$ cat src/rtl/temp_entry_seq_pkg.sv
// Shared encodings and defaults for the temperature entry front end.
// Top-level option: define ENTRY_TIMEOUT_EN to build the partial-entry abort timer.
package temp_entry_seq_pkg;

  // The state encoding doubles as the published digit index.
  typedef enum logic [1:0] {
    S_ONES = 2'd0,
    S_TENS = 2'd1,
    S_HUNS = 2'd2,
    S_DONE = 2'd3
  } state_t;

  localparam logic [3:0] BCD_MAX = 4'd9;

  localparam int DB_CYCLES_DEF      = 500000;
  localparam int TIMEOUT_CYCLES_DEF = 250000000;

  function automatic logic bcd_ok(input logic [3:0] d);
    return (d <= BCD_MAX);
  endfunction

endpackage

$ cat src/rtl/temp_entry_seq_key_debounce.sv
// Key conditioning: 2-flop synchroniser, stability-count debouncer and press-edge detector.
// pressed_pulse is high for one cycle when the debounced key goes released->pressed.
module key_debounce
  import temp_entry_seq_pkg::*;
#(
  parameter int DB_CYCLES = DB_CYCLES_DEF
) (
  input  logic clk,
  input  logic rst,
  input  logic key_n,
  output logic pressed_pulse
);

  localparam int CW = $clog2(DB_CYCLES + 1);

  logic          r_sync1;
  logic          r_sync2;
  logic          r_level;
  logic          r_press;
  logic [CW-1:0] r_cnt;

  logic w_differs;
  logic w_flip;

  assign w_differs = r_sync2 ^ r_level;
  assign w_flip    = w_differs && (r_cnt == CW'(DB_CYCLES - 1));

  // Level is active-low like the key: 1 = released. Any agreement restarts the count.
  always_ff @(posedge clk or negedge rst) begin
    if (!rst) begin
      r_sync1 <= 1'b1;
      r_sync2 <= 1'b1;
      r_level <= 1'b1;
      r_cnt   <= '0;
      r_press <= 1'b0;
    end else begin
      r_sync1 <= key_n;
      r_sync2 <= r_sync1;
      r_press <= w_flip && r_level;
      if (!w_differs) begin
        r_cnt <= '0;
      end else if (w_flip) begin
        r_cnt   <= '0;
        r_level <= r_sync2;
      end else begin
        r_cnt <= r_cnt + 1'b1;
      end
    end
  end

  assign pressed_pulse = r_press;

endmodule

$ cat src/rtl/temp_entry_seq.sv
// Temperature entry sequencer: captures ones, tens, hundreds digits (plus sign) on debounced presses.
// Optional macro ENTRY_TIMEOUT_EN adds an idle timer that aborts a partial entry.
module temp_entry_seq
  import temp_entry_seq_pkg::*;
#(
  parameter int DB_CYCLES      = DB_CYCLES_DEF,
  parameter int TIMEOUT_CYCLES = TIMEOUT_CYCLES_DEF
) (
  input  logic       clk,
  input  logic       rst,
  input  logic       key_n,
  input  logic [3:0] sw_bcd,
  input  logic       sign_sw,
  output logic [1:0] digit_idx,
  output logic [3:0] ones_o,
  output logic [3:0] tens_o,
  output logic [3:0] huns_o,
  output logic       sign_o,
  output logic       value_valid,
  output logic       entry_err,
  output logic       timeout
);

  state_t     r_state;
  state_t     w_state_next;
  logic [3:0] r_ones;
  logic [3:0] r_tens;
  logic [3:0] r_huns;
  logic       r_sign;
  logic       r_valid;
  logic       r_err;
  logic       r_timeout;

  logic w_press;
  logic w_expire;
  logic w_ld_ones;
  logic w_ld_tens;
  logic w_ld_huns;
  logic w_clear;
  logic w_err;
  logic w_valid;
  logic w_abort;

  key_debounce #(
    .DB_CYCLES (DB_CYCLES)
  ) u_key_debounce (
    .clk           (clk),
    .rst           (rst),
    .key_n         (key_n),
    .pressed_pulse (w_press)
  );

`ifdef ENTRY_TIMEOUT_EN
  localparam int TW = $clog2(TIMEOUT_CYCLES + 1);

  logic [TW-1:0] r_idle;
  logic          w_idle_run;

  assign w_idle_run = (r_state == S_TENS) || (r_state == S_HUNS);
  assign w_expire   = w_idle_run && (r_idle == TW'(TIMEOUT_CYCLES - 1));

  always_ff @(posedge clk or negedge rst) begin
    if (!rst) begin
      r_idle <= '0;
    end else if (w_press || !w_idle_run || w_expire) begin
      r_idle <= '0;
    end else begin
      r_idle <= r_idle + 1'b1;
    end
  end
`else
  assign w_expire = 1'b0;
`endif

  always_ff @(posedge clk or negedge rst) begin
    if (!rst) begin
      r_state <= S_ONES;
    end else begin
      r_state <= w_state_next;
    end
  end

  // A press always takes priority over a coinciding timeout expiry.
  always_comb begin
    w_state_next = r_state;
    w_ld_ones    = 1'b0;
    w_ld_tens    = 1'b0;
    w_ld_huns    = 1'b0;
    w_clear      = 1'b0;
    w_err        = 1'b0;
    w_valid      = 1'b0;
    w_abort      = 1'b0;
    if (w_press) begin
      if (r_state == S_DONE) begin
        w_clear      = 1'b1;
        w_state_next = S_ONES;
      end else if (!bcd_ok(sw_bcd)) begin
        w_err = 1'b1;
      end else begin
        case (r_state)
          S_ONES: begin
            w_ld_ones    = 1'b1;
            w_state_next = S_TENS;
          end
          S_TENS: begin
            w_ld_tens    = 1'b1;
            w_state_next = S_HUNS;
          end
          S_HUNS: begin
            w_ld_huns    = 1'b1;
            w_valid      = 1'b1;
            w_state_next = S_DONE;
          end
          default: begin
            w_state_next = r_state;
          end
        endcase
      end
    end else if (w_expire) begin
      w_clear      = 1'b1;
      w_abort      = 1'b1;
      w_state_next = S_ONES;
    end
  end

  always_ff @(posedge clk or negedge rst) begin
    if (!rst) begin
      r_ones    <= 4'd0;
      r_tens    <= 4'd0;
      r_huns    <= 4'd0;
      r_sign    <= 1'b0;
      r_valid   <= 1'b0;
      r_err     <= 1'b0;
      r_timeout <= 1'b0;
    end else begin
      r_valid   <= w_valid;
      r_err     <= w_err;
      r_timeout <= w_abort;
      if (w_clear) begin
        r_ones <= 4'd0;
        r_tens <= 4'd0;
        r_huns <= 4'd0;
        r_sign <= 1'b0;
      end
      if (w_ld_ones) r_ones <= sw_bcd;
      if (w_ld_tens) r_tens <= sw_bcd;
      if (w_ld_huns) begin
        r_huns <= sw_bcd;
        r_sign <= sign_sw;
      end
    end
  end

  assign digit_idx   = r_state;
  assign ones_o      = r_ones;
  assign tens_o      = r_tens;
  assign huns_o      = r_huns;
  assign sign_o      = r_sign;
  assign value_valid = r_valid;
  assign entry_err   = r_err;
  assign timeout     = r_timeout;

endmodule

$ cat config.mk
export PLATFORM = sky130hd
export DESIGN_NAME = temp_entry_seq
export DESIGN_NICKNAME = d
export VERILOG_FILES = /design/src/rtl/temp_entry_seq_pkg.sv /design/src/rtl/temp_entry_seq_key_debounce.sv /design/src/rtl/temp_entry_seq.sv
export SDC_FILE = /design/constraint.sdc
export NUM_CORES = 1
export LEC_CHECK = 0
export CAP_MARGIN = 20
export CORE_ASPECT_RATIO = 0.8
export CORE_MARGIN = 2
export CORE_UTILIZATION = 48
export DETAILED_ROUTE_END_ITERATION = 7
export PLACE_DENSITY = 0.82
export RECOVER_POWER = 100
export SYNTH_ARGS = -nofsm -noshare
export SYNTH_HDL_FRONTEND = slang
export SYNTH_SLANG_ARGS = --single-unit
$ cat constraint.sdc
create_clock -name clk -period 1.8 [get_ports clk]
set_input_delay 0.54 -clock clk [delete_from_list [all_inputs] [get_ports clk]]
set_output_delay 0.54 -clock clk [all_outputs]
set_load 0.02 [all_outputs]
==> results.txt, run 1 <==
----------------------------------------------------
[Power and ir drop]
  Share of total power consumed by net switching ... 0.226
  Net load switching power ... 0.000364 W
  Total power ... 0.00161 W
  Power share of the sequential group ... 0.569
  Lkg Pwr ... ~1.1 nW
  IR drop worst, VDD ... 0.000420 V
  Internal Pwr Total ... roughly 0.0012 W
  Combinational cell fraction of total power ... 0.047
  Share of power burned in the clock network ... 0.384
  Power density normalized to cell area ... 694 nW/um^2

[Synth]
  Synth top area cells ... dfrtp_1, nand3_1, xnor2_1
  Count of unique library cells instantiated by Yosys ... 38
  Mapped Nets ... 191
  Dominant synthesized flop cell ... dfrtp_1
  Top cells by instance count after synthesis ... dfrtp_1, nand3_1, nor2_1
  Synth Area in Compound Gates ... 0.0919
  Fraction of synthesized cell area taken by the top area cell type ... 0.500
  Fraction of registers with async set/reset ... 1.00
  Post-synthesis cell type with the largest combined area ... dfrtp_1
  Synthesized area ... 1850 sq um
  Adder-cell area share of the yosys netlist ... 0.0338
  Simple-gate area share of the yosys netlist ... 0.213
  Mux contribution to synthesized area ... 0.0142
  Synthesized flop and latch total ... 40
  Main combinational cell family by area after synthesis ... simple AND/OR/NAND/NOR gates
  Area share of xor/xnor cells in the synthesized design ... 0.0662
  Number of synthesis warnings ... 0
  Number of enable-type register cells in the synthesized netlist ... 0
  Synth Instances ... 178
  Sequential-to-total area share from yosys stat ... 0.543
  Count leader, synth ... dfrtp_1
  Average instance area after synthesis ... 10.4 sq um

[Die]
  Std-Cell Core Area ... 3750 sq um
  Height of the die ... 59.6 um
  Die W ... around 73 um
  IO Count ... 26
  Initial cell density of the core ... 0.493
  Standard-cell rows ... 20
  Die outline area ... 4370 sq um

[Setup path]
  Critical path class ... register to register
  Worst EP arrival ... between 1500 and 2000 ps
  Kind of launch point of the worst setup path ... register
  Number of cell instances on the worst register-to-register path ... 4
  Worst reg2reg path startpoint ... u_key_debounce.r_cnt[0]
  Worst reg2reg setup slack ... about 32 ps
  Reg-to-Reg End ... u_key_debounce.r_level
  Crit-path max FO ... 4
  Required time of the worst setup path ... 2030 ps
  Kind of end point of the critical path ... register

[Timing]
  RSZ-0062 raised after global routing ... yes
  Min Tclk post-route ... around 1800 ps
  Worst-case clock skew ... 10.4 ps
  Final hold slack ... ~360 ps
  Least-Margin Pin Slew ... 948 ps
  Min setup slack post-route ... 32.0 ps
  Setup-violating endpoint count in the final report ... 0
  Relative slew slack ... 0.368
  Final slew viol count ... 0
  Maximum clock frequency ... 566 MHz
  Final worst path period share ... 0.982
  Count of endpoints failing hold in the final timing report ... 0

[Detailed routing]
  Violation count after the first detailed-route iteration ... 87
  Routed wire per std cell ... ~13 um
  Number of nets still failing antenna checks after routing ... 0
  Total number of vias ... 1428
  Number of vias per cell after detailed routing ... 5.33
  First-pass iteration count of the detailed router ... 4
  Total wire length after detailed routing ... between 3000 and 4000 um
  Drt drc ... 0

[Hold path]
  Class of the worst hold path ... register to register
  Hold Path Origin ... u_key_debounce.r_sync1
  Worst hold endpoint ... u_key_debounce.r_sync2
  Number of instances on the worst hold path ... 0

[Global routing]
  Pin count of the biggest net entering global routing ... 41
  Global-route wire length before repair ... between 5000 and 6000 um
  Grt total ovfl ... 0
  Number of global-route vias before repair ... 1311
  Number of antenna violations at the first check in global routing ... 0
  Overall track demand over capacity in global routing ... 0.181

[Placement]
  Pre-CTS setup slack ... -163 ps
  Routability congestion estimate from global placement ... 0.845
  Number of buffers added on ports ... 24
  HPWL reported at the end of detailed placement ... about 2600 um

[Clocking]
  Cts bufs inserted ... 5
  CTS HTree Levels ... 2
  TritonCTS clock tree ... yes
  Clock transition time at the flip-flop clock pins of the worst setup and hold paths ... 70 ps
  Master cell of the clock root buffer ... clkbuf_8
  Buffer depth of the longest clock path ... 2
  Worst-skew pair later-pin latency ... 300 ps
  Number of sinks driven by the clock tree ... 40

[Flow run]
  Max-cap viol count ... 0

[Finish]
  Net count of the finished layout ... 236
  Fraction of final layout cells with drive strength greater than 1 ... 0.192
  Layout-stage area growth over the synthesis result ... 25.3%
  Finished Core Util ... 0.618
  Ant. Diodes ... 0

[Outcome]
  Outcome ... finished, final reports clean

----------------------------------------------------
-- critical path, cell delays in order (launching register included) --
cell and delay, ps:
dfrtp_1 400, ha_2 240, nand4_2 160, or4_4 580, mux2_4 320
-- what timing repair did --
item | 4_1_cts | 5_1_grt
setup endpoints to repair | 15 | 23
hold buffers | 0 | 0
pin swaps | 0 | 4
buffers inserted | 0 | 3
resized for setup | 13 | 8
-- power groups by stage --
| stage | sequential (W) | combinational (W) | clock (W) |
|---|---|---|---|
| 3_3_place_gp | 0.000933 | 0.0000681 | 0 |
| 2_1_floorplan | 0.000932 | 0.0000271 | 0 |
| 6_report | 0.000916 | 0.0000761 | 0.000619 |
| 3_5_place_dp | 0.000933 | 0.0000696 | 0 |
| 4_1_cts | 0.000916 | 0.0000700 | 0.000628 |
| 5_1_grt | 0.000917 | 0.0000858 | 0.000675 |
-- kinds of logic after synthesis --
logic type | after synthesis
other cells | 1
fa+ha+maj | 5
mux | 2
flops | 40
buf+inv | 16
simple gates | 74
xor+xnor | 14
compound gates | 26
-- per-layer routing --
metal  global-route usage  wire length, um  share of wire  up-vias
li1                     -                -              -      706
met1                0.270             1820           0.50      688
met2                0.247             1600           0.44       28
met3               0.0408              128          0.035        6
met4               0.0909               64          0.018        0
met5                    0                0              0        -
-- cells in the final DEF (no fill, tap or decap), types with 2 or more instances in the layout --
master / instances
dfrtp_1: 37
nand3_1: 23
nor2_1: 18
o21ai_0: 16
buf_4: 13
dlygate4sd2_1: 12
xnor2_1: 11
inv_1: 11
nand2_1: 8
clkdlybuf4s50_1: 7
clkbuf_8: 6
a21oi_1: 4
nor3_1: 4
ha_1: 4
nand4_1: 3
xor2_1: 3
nor4_1: 3
buf_2: 3
clkbuf_1: 3
clkbuf_2: 3
dfstp_2: 3
nor2b_1: 2
clkinv_2: 2
-- per-stage QoR --
| stage | TNS [ps] | cells | cell area (sq um) |
|---|---|---|---|
| 2_1_floorplan | 0 | 178 | 1850 |
| 3_3_place_gp | -1450 | 257 | 2240 |
| 3_5_place_dp | -1520 | 257 | 2240 |
| 4_1_cts | 0 | 265 | 2320 |
| 5_1_grt | -267 | 268 | 2320 |
| 6_report | 0 | 268 | 2320 |
-- worst max path at each step --
stage / start / slack, ps / end
floorplan: u_key_debounce.r_cnt[0] / 30 / u_key_debounce.r_level
global placement: sw_bcd[1] / -150 / digit_idx[1]
detailed placement: sw_bcd[1] / -160 / ones_o[2]
CTS: huns_o[0] / 0.4 / huns_o[0]
global route: u_key_debounce.r_cnt[6] / -40 / u_key_debounce.r_level
finish: u_key_debounce.r_cnt[0] / 30 / u_key_debounce.r_level
-- cell type report --
type                    count  area [sq um]
multi-input cells         122           791
clock inverters             2          10.0
inverters                  11          41.3
repair buffers             43           335
clock buffers               6          82.6
well taps                  44          55.1
fillers                   313          1430
flip-flops and latches     40          1000
-- flip-flops by register name, summed over array words and instances (netlist names), 2 cells and up --
| register | count |
|---|---|
| digit_idx | 2 |
| huns_o | 4 |
| ones_o | 4 |
| tens_o | 4 |
| u_key_debounce.r_cnt | 19 |
(Power assumes the default switching activity.)
==> run 2: changes to the inputs <==
CAP_MARGIN = 0   (was 20)
TNS_END_PERCENT = 20   (was unset)
==> results.txt, run 2 (synthesis results as in run 1) <==
----------------------------------------------------
[Outcome]
  Outcome ... finished, final reports clean

[Timing]
  Min setup slack post-route ... 42.9 ps (+10.8 ps)
  Min Tclk post-route ... 1760 ps (-10.8 ps)
  Setup-violating endpoint count in the final report ... 0 (unchanged)
  Final slew viol count ... 0 (unchanged)
  RSZ-0062 raised after global routing ... yes
  Worst-case clock skew ... 10.2 ps (-0.202 ps)
  Maximum clock frequency ... 569 MHz (+0.61%)
  Final worst path period share ... 0.976 (-0.00600)
  Final hold slack ... 358 ps (-0.0350 ps)
  Least-Margin Pin Slew ... 949 ps (+0.691 ps)
  Count of endpoints failing hold in the final timing report ... 0 (unchanged)
  Relative slew slack ... 0.368 (-0.000461)

[Clocking]
  CTS HTree Levels ... 2 (unchanged)
  Cts bufs inserted ... 5 (unchanged)
  TritonCTS clock tree ... yes
  Clock transition time at the flip-flop clock pins of the worst setup and hold paths ... 80 ps (about the same)
  Buffer depth of the longest clock path ... 2 (unchanged)
  Hold-fix buffers at CTS ... 0 (unchanged)
  Number of sinks driven by the clock tree ... 40 (unchanged)
  Worst-skew pair later-pin latency ... 300 ps (about the same)
  Master cell of the clock root buffer ... clkbuf_8

[Finish]
  Layout-stage area growth over the synthesis result ... 24.7%
  Net count of the finished layout ... 235 (-0.42%)
  Finished Core Util ... 0.615 (-0.00300)
  Fraction of final layout cells with drive strength greater than 1 ... 0.188 (-0.00362)
  Commonest non-fill, non-tap cell in the layout ... dfrtp_1
  Register with the highest flop count ... u_key_debounce.r_cnt
  Ant. Diodes ... 0 (unchanged)
  Max FFs per register ... 19 (unchanged)
  Top library cells by usage in the layout, fill and taps aside ... dfrtp_1, nand3_1, nor2_1
  Total of fill cells in the finished design ... 314 (+0.32%)

[Global routing]
  Grt total ovfl ... 0 (unchanged)
  Global-route wire length before repair ... 5890 um (unchanged)
  Number of global-route vias before repair ... 1311 (unchanged)
  Number of antenna violations at the first check in global routing ... 0 (unchanged)
  Overall track demand over capacity in global routing ... 0.181 (unchanged)
  Pin count of the biggest net entering global routing ... 41 (unchanged)

[Power and ir drop]
  Lkg Pwr ... 1.07 nW (-0.65%)
  Power density normalized to cell area ... 694 nW/um^2 (about the same)
  Total power ... 0.00160 W (-0.56%)
  IR drop worst, VDD ... 0.000419 V (-0.28%)

[Setup path]
  Worst EP arrival ... 1930 ps (-60 ps)
  Cell family with most CP delay ... buffers and inverters
  Crit path buf inv count ... 2 (+2)
  Number of cell instances on the worst register-to-register path ... 6 (+2)
  Required time of the worst setup path ... 1970 ps (-60 ps)
  Delay of the slowest cell on the worst path ... 400 ps (-180 ps)
  Worst reg2reg path startpoint ... u_key_debounce.r_cnt[1]
  Critical path class ... register to register
  Crit-path max FO ... 10 (+6)
  Kind of launch point of the worst setup path ... register
  Worst reg2reg setup slack ... 40 ps (about the same)
  Reg-to-Reg End ... u_key_debounce.r_cnt[3]
  Slowest cell on the critical path ... dfrtp_1
  Kind of end point of the critical path ... register
  Ordered list of cells on the worst path ... ha_2, nand4_2, buf_4, o41ai_4, buf_2, nor2_1

[Detailed routing]
  Total number of vias ... 1407 (-1.5%)
  Number of nets still failing antenna checks after routing ... 0 (unchanged)
  Drt drc ... 0 (unchanged)
  Total wire length after detailed routing ... 3500 um (-3.1%)
  Number of vias per cell after detailed routing ... 5.27 (-1.1%)
  Routed wire per std cell ... 13.1 um (-2.7%)
  Violation count after the first detailed-route iteration ... 86 (-1.1%)
  First-pass iteration count of the detailed router ... 4 (unchanged)

[Die]
  Die W ... 73.4 um (unchanged)
  Std-Cell Core Area ... 3750 sq um (unchanged)
  Initial cell density of the core ... 0.493 (unchanged)
  Standard-cell rows ... 20 (unchanged)
  IO Count ... 26 (unchanged)
  Die outline area ... 4370 sq um (unchanged)
  Height of the die ... 59.6 um (unchanged)

[Placement]
  Routability congestion estimate from global placement ... 0.845 (unchanged)
  Number of buffers added on ports ... 24 (unchanged)
  HPWL reported at the end of detailed placement ... 2600 um (unchanged)
  Pre-CTS setup slack ... -163 ps (unchanged)

[Hold path]
  Hold Path Origin ... u_key_debounce.r_sync1
  Number of instances on the worst hold path ... 0 (unchanged)
  Class of the worst hold path ... register to register
  Worst hold endpoint ... u_key_debounce.r_sync2

[Flow run]
  Max-cap viol count ... 0 (unchanged)

----------------------------------------------------
[run 2: cell types whose count changed in the layout (fill, tap and decap cells not counted)]
cell / previous run / this run
buf_6: 1 / 0
[run 2: power by group]
| group | switching [W] | internal [W] |
|---|---|---|
| registers | 0.00000815 | 0.000908 |
| clock network | 0.000309 | 0.000306 |
| logic | 0.0000409 | 0.0000303 |
[run 2: metrics by stage]
stage	std cells	setup TNS, ps	area, sq um
finish	267	0	2310
global route	267	-335	2310
CTS	265	0	2320
detailed placement	257	-1520	2240
global placement	257	-1450	2240
floorplan	178	0	1850
[run 2: area by class of cell]
class,instances,area (sq um),area share
Tap cell,44,55.1,0.0238
Clock buffer,6,82.6,0.0358
Sequential cell,40,1000,0.435
Multi-Input combinational cell,122,791,0.343
Clock inverter,2,10.0,0.00434
Timing Repair Buffer,42,324,0.140
Inverter,11,41.3,0.0179
[run 2: worst register-to-register path: stages (launching register included)]
cell and delay (ps):
dfrtp_1 400, ha_2 240, nand4_2 140, buf_4 200
o41ai_4 300, buf_2 280, nor2_1 80
[run 2: worst max path at each step]
| stage | start | end | slack, ps | cells past startpoint |
|---|---|---|---|---|
| after floorplan | u_key_debounce.r_cnt[0] | u_key_debounce.r_level | 30 | 4 |
| after global placement | sw_bcd[1] | digit_idx[1] | -150 | 5 |
| after detailed placement | sw_bcd[1] | ones_o[2] | -160 | 6 |
| after CTS | huns_o[0] | huns_o[0] | 0.4 | 1 |
| after global routing | u_key_debounce.r_cnt[6] | u_key_debounce.r_level | -40 | 4 |
| final | u_key_debounce.r_cnt[1] | u_key_debounce.r_cnt[3] | 40 | 6 |
[run 2: routing by layer]
metal  routed length [um]  vias up  track usage
met5                    0        -            0
met4                   74        0       0.0909
met3                  130        7       0.0408
met2                 1520       27        0.247
met1                 1780      669        0.270
li1                     -      704            -
[run 2: repair_timing]
action,4_1_cts,5_1_grt
setup endpoints to repair,15,23
buffers inserted,0,2
pin swaps,0,4
resized for setup,13,7
